<file path="src/rtl/rs_issue_queue.sv">
`default_nettype none
// ============================================================================
//  Module   : rs_issue_queue
//  Purpose  : Reservation-station issue queue for one execution class.
//             Ordered, collapsing queue (slot 0 = oldest). Accepts renamed
//             micro-ops from dispatch, wakes sources on physical-tag
//             broadcasts and offers the oldest fully-ready entry to Issue.
//  Ports    : clk/rst (sync, active-low)   flush_i
//             disp_*_i / disp_ready_o       dispatch handshake + entry fields
//             wake_valid_i / wake_tag_i     writeback tag broadcasts
//             issue_valid_o / issue_ready_i issue handshake
//             issue_*_o                     selected entry fields
//             occupancy_o                   number of valid entries
//  Revision : 1.0  initial release
// ============================================================================
module rs_issue_queue #(
    parameter int DEPTH      = 8,
    parameter int PHY_WIDTH  = 6,
    parameter int ROB_WIDTH  = 5,
    parameter int PAYLOAD_W  = 64,
    parameter int WAKE_PORTS = 2,
    localparam int IW        = $clog2(DEPTH),
    localparam int CW        = IW + 1
) (
    input  logic                            clk,
    input  logic                            rst,
    input  logic                            flush_i,
    input  logic                            disp_valid_i,
    output logic                            disp_ready_o,
    input  logic [ROB_WIDTH-1:0]            disp_rob_id_i,
    input  logic [PHY_WIDTH-1:0]            disp_prd_i,
    input  logic [PHY_WIDTH-1:0]            disp_prs1_i,
    input  logic [PHY_WIDTH-1:0]            disp_prs2_i,
    input  logic                            disp_rs1_rdy_i,
    input  logic                            disp_rs2_rdy_i,
    input  logic [PAYLOAD_W-1:0]            disp_payload_i,
    input  logic [WAKE_PORTS-1:0]           wake_valid_i,
    input  logic [WAKE_PORTS*PHY_WIDTH-1:0] wake_tag_i,
    output logic                            issue_valid_o,
    input  logic                            issue_ready_i,
    output logic [ROB_WIDTH-1:0]            issue_rob_id_o,
    output logic [PHY_WIDTH-1:0]            issue_prd_o,
    output logic [PHY_WIDTH-1:0]            issue_prs1_o,
    output logic [PHY_WIDTH-1:0]            issue_prs2_o,
    output logic [PAYLOAD_W-1:0]            issue_payload_o,
    output logic [CW-1:0]                   occupancy_o
);

    localparam logic [CW-1:0] C_DEPTH = CW'(DEPTH);

    // Slot state
    logic [DEPTH-1:0]     valid_q, valid_d;
    logic [DEPTH-1:0]     rdy1_q, rdy1_d;
    logic [DEPTH-1:0]     rdy2_q, rdy2_d;
    logic [ROB_WIDTH-1:0] rob_q  [DEPTH];
    logic [ROB_WIDTH-1:0] rob_d  [DEPTH];
    logic [PHY_WIDTH-1:0] prd_q  [DEPTH];
    logic [PHY_WIDTH-1:0] prd_d  [DEPTH];
    logic [PHY_WIDTH-1:0] prs1_q [DEPTH];
    logic [PHY_WIDTH-1:0] prs1_d [DEPTH];
    logic [PHY_WIDTH-1:0] prs2_q [DEPTH];
    logic [PHY_WIDTH-1:0] prs2_d [DEPTH];
    logic [PAYLOAD_W-1:0] pay_q  [DEPTH];
    logic [PAYLOAD_W-1:0] pay_d  [DEPTH];
    logic [CW-1:0]        count_q, count_d;

    logic [DEPTH-1:0]     w_wk1, w_wk2;
    logic                 w_dwk1, w_dwk2;
    logic [IW-1:0]        w_sel;
    logic                 w_found;
    logic                 w_issue_fire, w_disp_fire;
    logic [CW-1:0]        w_widx;

    // Tag broadcast match against every stored source and the incoming op
    always_comb begin
        w_wk1  = '0;
        w_wk2  = '0;
        w_dwk1 = 1'b0;
        w_dwk2 = 1'b0;
        for (int p = 0; p < WAKE_PORTS; p++) begin
            if (wake_valid_i[p]) begin
                for (int s = 0; s < DEPTH; s++) begin
                    if (wake_tag_i[p*PHY_WIDTH +: PHY_WIDTH] == prs1_q[s]) w_wk1[s] = 1'b1;
                    if (wake_tag_i[p*PHY_WIDTH +: PHY_WIDTH] == prs2_q[s]) w_wk2[s] = 1'b1;
                end
                if (wake_tag_i[p*PHY_WIDTH +: PHY_WIDTH] == disp_prs1_i) w_dwk1 = 1'b1;
                if (wake_tag_i[p*PHY_WIDTH +: PHY_WIDTH] == disp_prs2_i) w_dwk2 = 1'b1;
            end
        end
    end

    // Oldest-ready select: scan downward so the lowest index wins
    always_comb begin
        w_sel   = '0;
        w_found = 1'b0;
        for (int s = DEPTH - 1; s >= 0; s--) begin
            if (valid_q[s] && rdy1_q[s] && rdy2_q[s]) begin
                w_sel   = IW'(s);
                w_found = 1'b1;
            end
        end
    end

    assign issue_valid_o   = w_found && !flush_i;
    assign issue_rob_id_o  = rob_q[w_sel];
    assign issue_prd_o     = prd_q[w_sel];
    assign issue_prs1_o    = prs1_q[w_sel];
    assign issue_prs2_o    = prs2_q[w_sel];
    assign issue_payload_o = pay_q[w_sel];
    assign disp_ready_o    = (count_q < C_DEPTH) && !flush_i;
    assign occupancy_o     = count_q;

    assign w_issue_fire = issue_valid_o && issue_ready_i;
    assign w_disp_fire  = disp_valid_i && disp_ready_o;
    // Dispatch lands just past the last valid entry after the collapse
    assign w_widx       = count_q - CW'(w_issue_fire);

    // Next state: collapse above the issued slot, apply wakes, then dispatch
    always_comb begin
        int src;
        for (int s = 0; s < DEPTH; s++) begin
            src = s;
            if (w_issue_fire && (IW'(s) >= w_sel) && (s < DEPTH - 1)) src = s + 1;
            valid_d[s] = valid_q[src];
            rdy1_d[s]  = rdy1_q[src] | w_wk1[src];
            rdy2_d[s]  = rdy2_q[src] | w_wk2[src];
            rob_d[s]   = rob_q[src];
            prd_d[s]   = prd_q[src];
            prs1_d[s]  = prs1_q[src];
            prs2_d[s]  = prs2_q[src];
            pay_d[s]   = pay_q[src];
            // Top slot has nothing above it to shift in
            if (w_issue_fire && (IW'(s) >= w_sel) && (s == DEPTH - 1)) valid_d[s] = 1'b0;
            if (w_disp_fire && (w_widx == CW'(s))) begin
                valid_d[s] = 1'b1;
                rdy1_d[s]  = disp_rs1_rdy_i | (disp_prs1_i == '0) | w_dwk1;
                rdy2_d[s]  = disp_rs2_rdy_i | (disp_prs2_i == '0) | w_dwk2;
                rob_d[s]   = disp_rob_id_i;
                prd_d[s]   = disp_prd_i;
                prs1_d[s]  = disp_prs1_i;
                prs2_d[s]  = disp_prs2_i;
                pay_d[s]   = disp_payload_i;
            end
        end
        count_d = count_q + CW'(w_disp_fire) - CW'(w_issue_fire);
        if (flush_i) begin
            valid_d = '0;
            count_d = '0;
        end
    end

    always_ff @(posedge clk) begin
        if (!rst) begin
            valid_q <= '0;
            count_q <= '0;
        end else begin
            valid_q <= valid_d;
            count_q <= count_d;
        end
    end

    // Payload fields need no reset: they are qualified by valid_q
    always_ff @(posedge clk) begin
        rdy1_q <= rdy1_d;
        rdy2_q <= rdy2_d;
        rob_q  <= rob_d;
        prd_q  <= prd_d;
        prs1_q <= prs1_d;
        prs2_q <= prs2_d;
        pay_q  <= pay_d;
    end

    // Structural invariants
    logic [CW-1:0] w_pop;
    logic          w_contig;
    always_comb begin
        w_pop    = '0;
        w_contig = 1'b1;
        for (int s = 0; s < DEPTH; s++) w_pop = w_pop + CW'(valid_q[s]);
        for (int s = 1; s < DEPTH; s++) begin
            if (valid_q[s] && !valid_q[s-1]) w_contig = 1'b0;
        end
    end

    always_ff @(posedge clk) begin
        if (rst) begin
            assert (count_q <= C_DEPTH);
            assert (w_pop == count_q);
            assert (w_contig);
        end
    end

endmodule
`default_nettype wire

</file>
<file path="config.mk">
export PLATFORM = sky130hd
export DESIGN_NAME = rs_issue_queue
export DESIGN_NICKNAME = d
export VERILOG_FILES = /design/src/rtl/rs_issue_queue.sv
export SDC_FILE = /design/constraint.sdc
export NUM_CORES = 2
export LEC_CHECK = 0
export ABC_CLOCK_PERIOD_IN_PS = 10100
export CORE_ASPECT_RATIO = 0.9
export CORE_MARGIN = 3
export CORE_UTILIZATION = 32
export CTS_BUF_LIST = sky130_fd_sc_hd__clkbuf_2
export CTS_CLUSTER_DIAMETER = 40
export DETAILED_ROUTE_END_ITERATION = 8
export GPL_TIMING_DRIVEN = 0
export REMOVE_ABC_BUFFERS = 1
export SLEW_MARGIN = 20
export SYNTH_ARGS = -nofsm -noshare
export SYNTH_HDL_FRONTEND = slang
export SYNTH_SLANG_ARGS = --single-unit
</file>
<file path="constraint.sdc">
create_clock -name clk -period 10.1 [get_ports clk]
set_input_delay 1.01 -clock clk [delete_from_list [all_inputs] [get_ports clk]]
set_output_delay 1.01 -clock clk [all_outputs]
set_load 0.01 [all_outputs]
</file>
==> results.py <==
metrics = {
    "synthesis": {
        "yosysTopAreaCell": "edfxtp_1",
        "yosys-top-cells-area": "edfxtp_1 54%, mux2_2 10%, nand2_1 5.3%",
        "synth.cell_area_sq_um": 38900,
        "yosysWarnings": 0,
        "synth_common_cells": "696 x edfxtp_1, 546 x nand2_1, 358 x mux2_2, 170 x o21ai_0, 141 x buf_2",
        "synth-edff-count": 696,
        "ys_seq_area_frac": 0.552,
        "synth_flop_cell": "edfxtp_1",
        "netlist_instances": 3331,
        "yosysMostFrequentCell": "edfxtp_1",
        "async_reset_ff_frac": 0,
        "synth_top_area_share": 0.537,
        "synth.distinct_cells": 51,
        "syn_avg_cell_area_sq_um": 11.7,
        "synth_seq_cells": 724,
    },
    "grt": {
        "grt_pass1_vias": 28900,
        "grt_overflow": 0,
        "grt_pass1_wl_um": 196000,
        "grt_usage": 0.208,
        "grt_max_degree": 89,
        "antenna_found_initial": 14,
    },
    "power": {
        "p_seq_frac": 0.567,
        "clock_power_share": 0.355,
        "intPower_mw": 4.34,
        "powerDensity_nw_per_um2": 127,
        "combinationalPowerShare": 0.078,
        "switching_power_mw": 1.57,
        "finalPower_mw": 5.91,
        "p_leak_nw": 16.7,
        "peakVddDrop_uv": 92.6,
        "switching_share": 0.265,
    },
    "timing": {
        "fin_crit_ns": 6.69,
        "setup_violations": 0,
        "hold_violations": 0,
        "slew_headroom": 0.266,
        "setup-tns-final_ns": 0,
        "fin_crit_sh": 0.662,
        "fin_skew_ns": 0.0744,
        "rsz0062_at_grt": "false",
        "worst-slew-pin-transition_ns": 1.10,
        "max_freq_mhz": 150,
        "slew_viol_final": 0,
    },
    "worst_hold_path": {
        "hold_path.class": "primary input to flop",
    },
    "critical_path": {
        "rr_worst_depth": 13,
        "worst_setup_path_start_kind": "flop",
        "timing.rr.end": "pay_q[454]$_DFFE_PP_",
        "r2r_setup_slack_ns": 4.97,
        "crit_required_ns": 9.09,
        "crit_top_cell": "buf_16",
        "worstSetupEndpointType": "primary output",
        "cp_num_buf_inv": 9,
        "crit_fanout": 23,
        "worstPathArrival_ns": 5.68,
        "slowest_stage": "a21oi_4",
        "max_stage_delay_ns": 0.59,
        "crit_family": "buffers and inverters",
        "cp.depth": 15,
        "crit_path_end": "issue_payload_o[24]",
        "critPathKind": "flop to primary output",
        "r2r_start": "rdy1_q[0]$_DFF_P_",
        "startpoint": "rdy1_q[3]$_DFF_P_",
        "crit_chain": "nand3_1, o211ai_1, a21oi_4, buf_16, buf_16, buf_16, buf_16, buf_16, buf_16, buf_16, buf_8, mux2i_1, o211ai_1, and3_1, clkdlybuf4s50_1",
    },
    "clock_network": {
        "cts_made_buffers": 184,
        "clock_path_buffers": 3,
        "clock_insertion_delay_worst_skew_ns": 1.52,
        "htreeDepth": 4,
        "cts_resized": 0,
        "cts_sinks": 724,
        "tritoncts": "built",
        "clockRootBuffer": "clkbuf_2",
        "clk_pin_slew_ns": 0.12,
    },
    "floorplan": {
        "core_area_sq_um": 120000,
        "die_h_um": 337,
        "pin_count": 201,
        "fp.dieW_um": 373,
        "start_util": 0.325,
        "die_area_sq_um": 126000,
        "rows": 120,
    },
    "status": {
        "status": "finished clean",
    },
    "placed_design": {
        "numPortBuffers": 200,
        "gp_congestion": 0.822,
        "place_hpwl_um": 85900,
    },
    "finish": {
        "layout-drive-gt1-share": 0.221,
        "syn_to_final_growth_pct": 19.4,
        "nets": 3668,
    },
    "drt": {
        "drcViolationCount": 0,
        "wl_per_cell_um": 25.6,
        "dr.first_iter.drc_count": 3485,
        "final_antenna_net_count": 0,
        "first_pass_iters": 6,
        "vias_per_cell": 5.67,
        "vias": 29900,
        "routed_wl_um": 135000,
    },
    "job": {
        "max-cap-violations": 0,
    },
}
power groups by stage:
stage	Combinational (mW)	Clock, mW	Sequential (mW)
global placement	0.446	0	3.44
finish	0.461	2.09	3.35
global route	0.491	2.32	3.35
CTS	0.459	2.16	3.35
floorplan	0.209	0	3.41
detailed placement	0.457	0	3.42
worst min-delay path by stage:
stage	start	endpoint	slack, ns	cells after the start
global route	disp_payload_i[2]	pay_q[2]$_DFFE_PP_	0.08	1
floorplan	valid_q[7]$_SDFFE_PP0P_	valid_q[7]$_SDFFE_PP0P_	0.46	2
global placement	valid_q[5]$_SDFF_PP0_	valid_q[5]$_SDFF_PP0_	0.49	2
finish	disp_payload_i[34]	pay_q[34]$_DFFE_PP_	0.24	1
CTS	disp_payload_i[34]	pay_q[34]$_DFFE_PP_	0.008	1
detailed placement	valid_q[7]$_SDFFE_PP0P_	valid_q[7]$_SDFFE_PP0P_	0.50	2
kinds of logic after synthesis:
group	after synthesis	share of synthesized area
XOR/XNOR	220	0.0495
adder cells (fa/ha/maj)	9	0.00309
AO/OA/AOI/OAI	749	0.130
buffers and inverters	307	0.0380
multiplexers	449	0.127
flip-flops	724	0.552
AND/OR/NAND/NOR	873	0.101
final cells by class:
cell class | instances | area (sq um)
antenna | 15 | 37.5
clock buffer | 260 | 1300
clock inverter | 48 | 338
fill | 11500 | 73400
inverter | 13 | 56.3
multi-input combinational | 2300 | 16200
sequential | 724 | 21500
tap | 1586 | 1980
timing repair buffer | 328 | 5100
layer usage:
metal / wire (um) / vias up / share of wire / GRT usage
met5: 49 / - / 0.00036 / 0
met4: 2980 / 8 / 0.022 / 0.0683
met3: 13000 / 221 / 0.096 / 0.0477
met2: 60400 / 1610 / 0.45 / 0.320
met1: 58600 / 14800 / 0.43 / 0.291
li1: - / 13200 / - / -
cells in the final DEF, fill, tap and decap left out, types with 12 or more instances in the layout:
cell	netlist	final
a21oi_1	17	16
a22o_1	87	87
a22oi_1	89	89
and3_1	93	93
buf_12	0	29
buf_16	0	88
buf_2	141	12
clkbuf_2	0	260
clkdlybuf4s50_1	0	188
clkinv_1	0	26
dfxtp_1	28	28
diode_2	0	15
edfxtp_1	696	696
inv_1	13	12
mux2_2	358	358
mux2i_1	91	91
nand2_1	546	542
nand3_1	97	97
nand4_1	34	34
nor2_1	25	18
nor3_1	17	17
nor4_1	32	32
o211ai_1	89	89
o21ai_0	170	168
o21ai_1	104	103
o221ai_1	87	87
o22ai_1	88	87
xnor2_1	105	105
xor2_1	115	115
sequential cells by signal, summed over array words and instances, names as in the netlist:
| signal | flops |
|---|---|
| prs2_q | 48 |
| occupancy_o | 4 |
| rdy1_q | 8 |
| prs1_q | 48 |
| prd_q | 48 |
| rob_q | 40 |
| rdy2_q | 8 |
| valid_q | 8 |
| pay_q | 512 |
per-stage QoR:
stage / instances / hold WS, ns / utilization / setup WS (ns) / instance area, sq um
global placement: 4823 / 0.487 / 0.346 / -20.93 / 41400
floorplan: 3037 / 0.463 / - / -8.41 / 37500
detailed placement: 4950 / 0.504 / 0.373 / 4.40 / 44700
global route: 5265 / 0.0771 / 0.387 / 3.15 / 46400
CTS: 5259 / 0.00777 / 0.387 / 3.26 / 46400
finish: 5274 / 0.240 / 0.388 / 3.41 / 46400
what timing repair did:
item	CTS	global route
setup buffers	0	0
hold buffers	1	0
hold endpoints to repair	1	0
(Power assumes the default switching activity.)
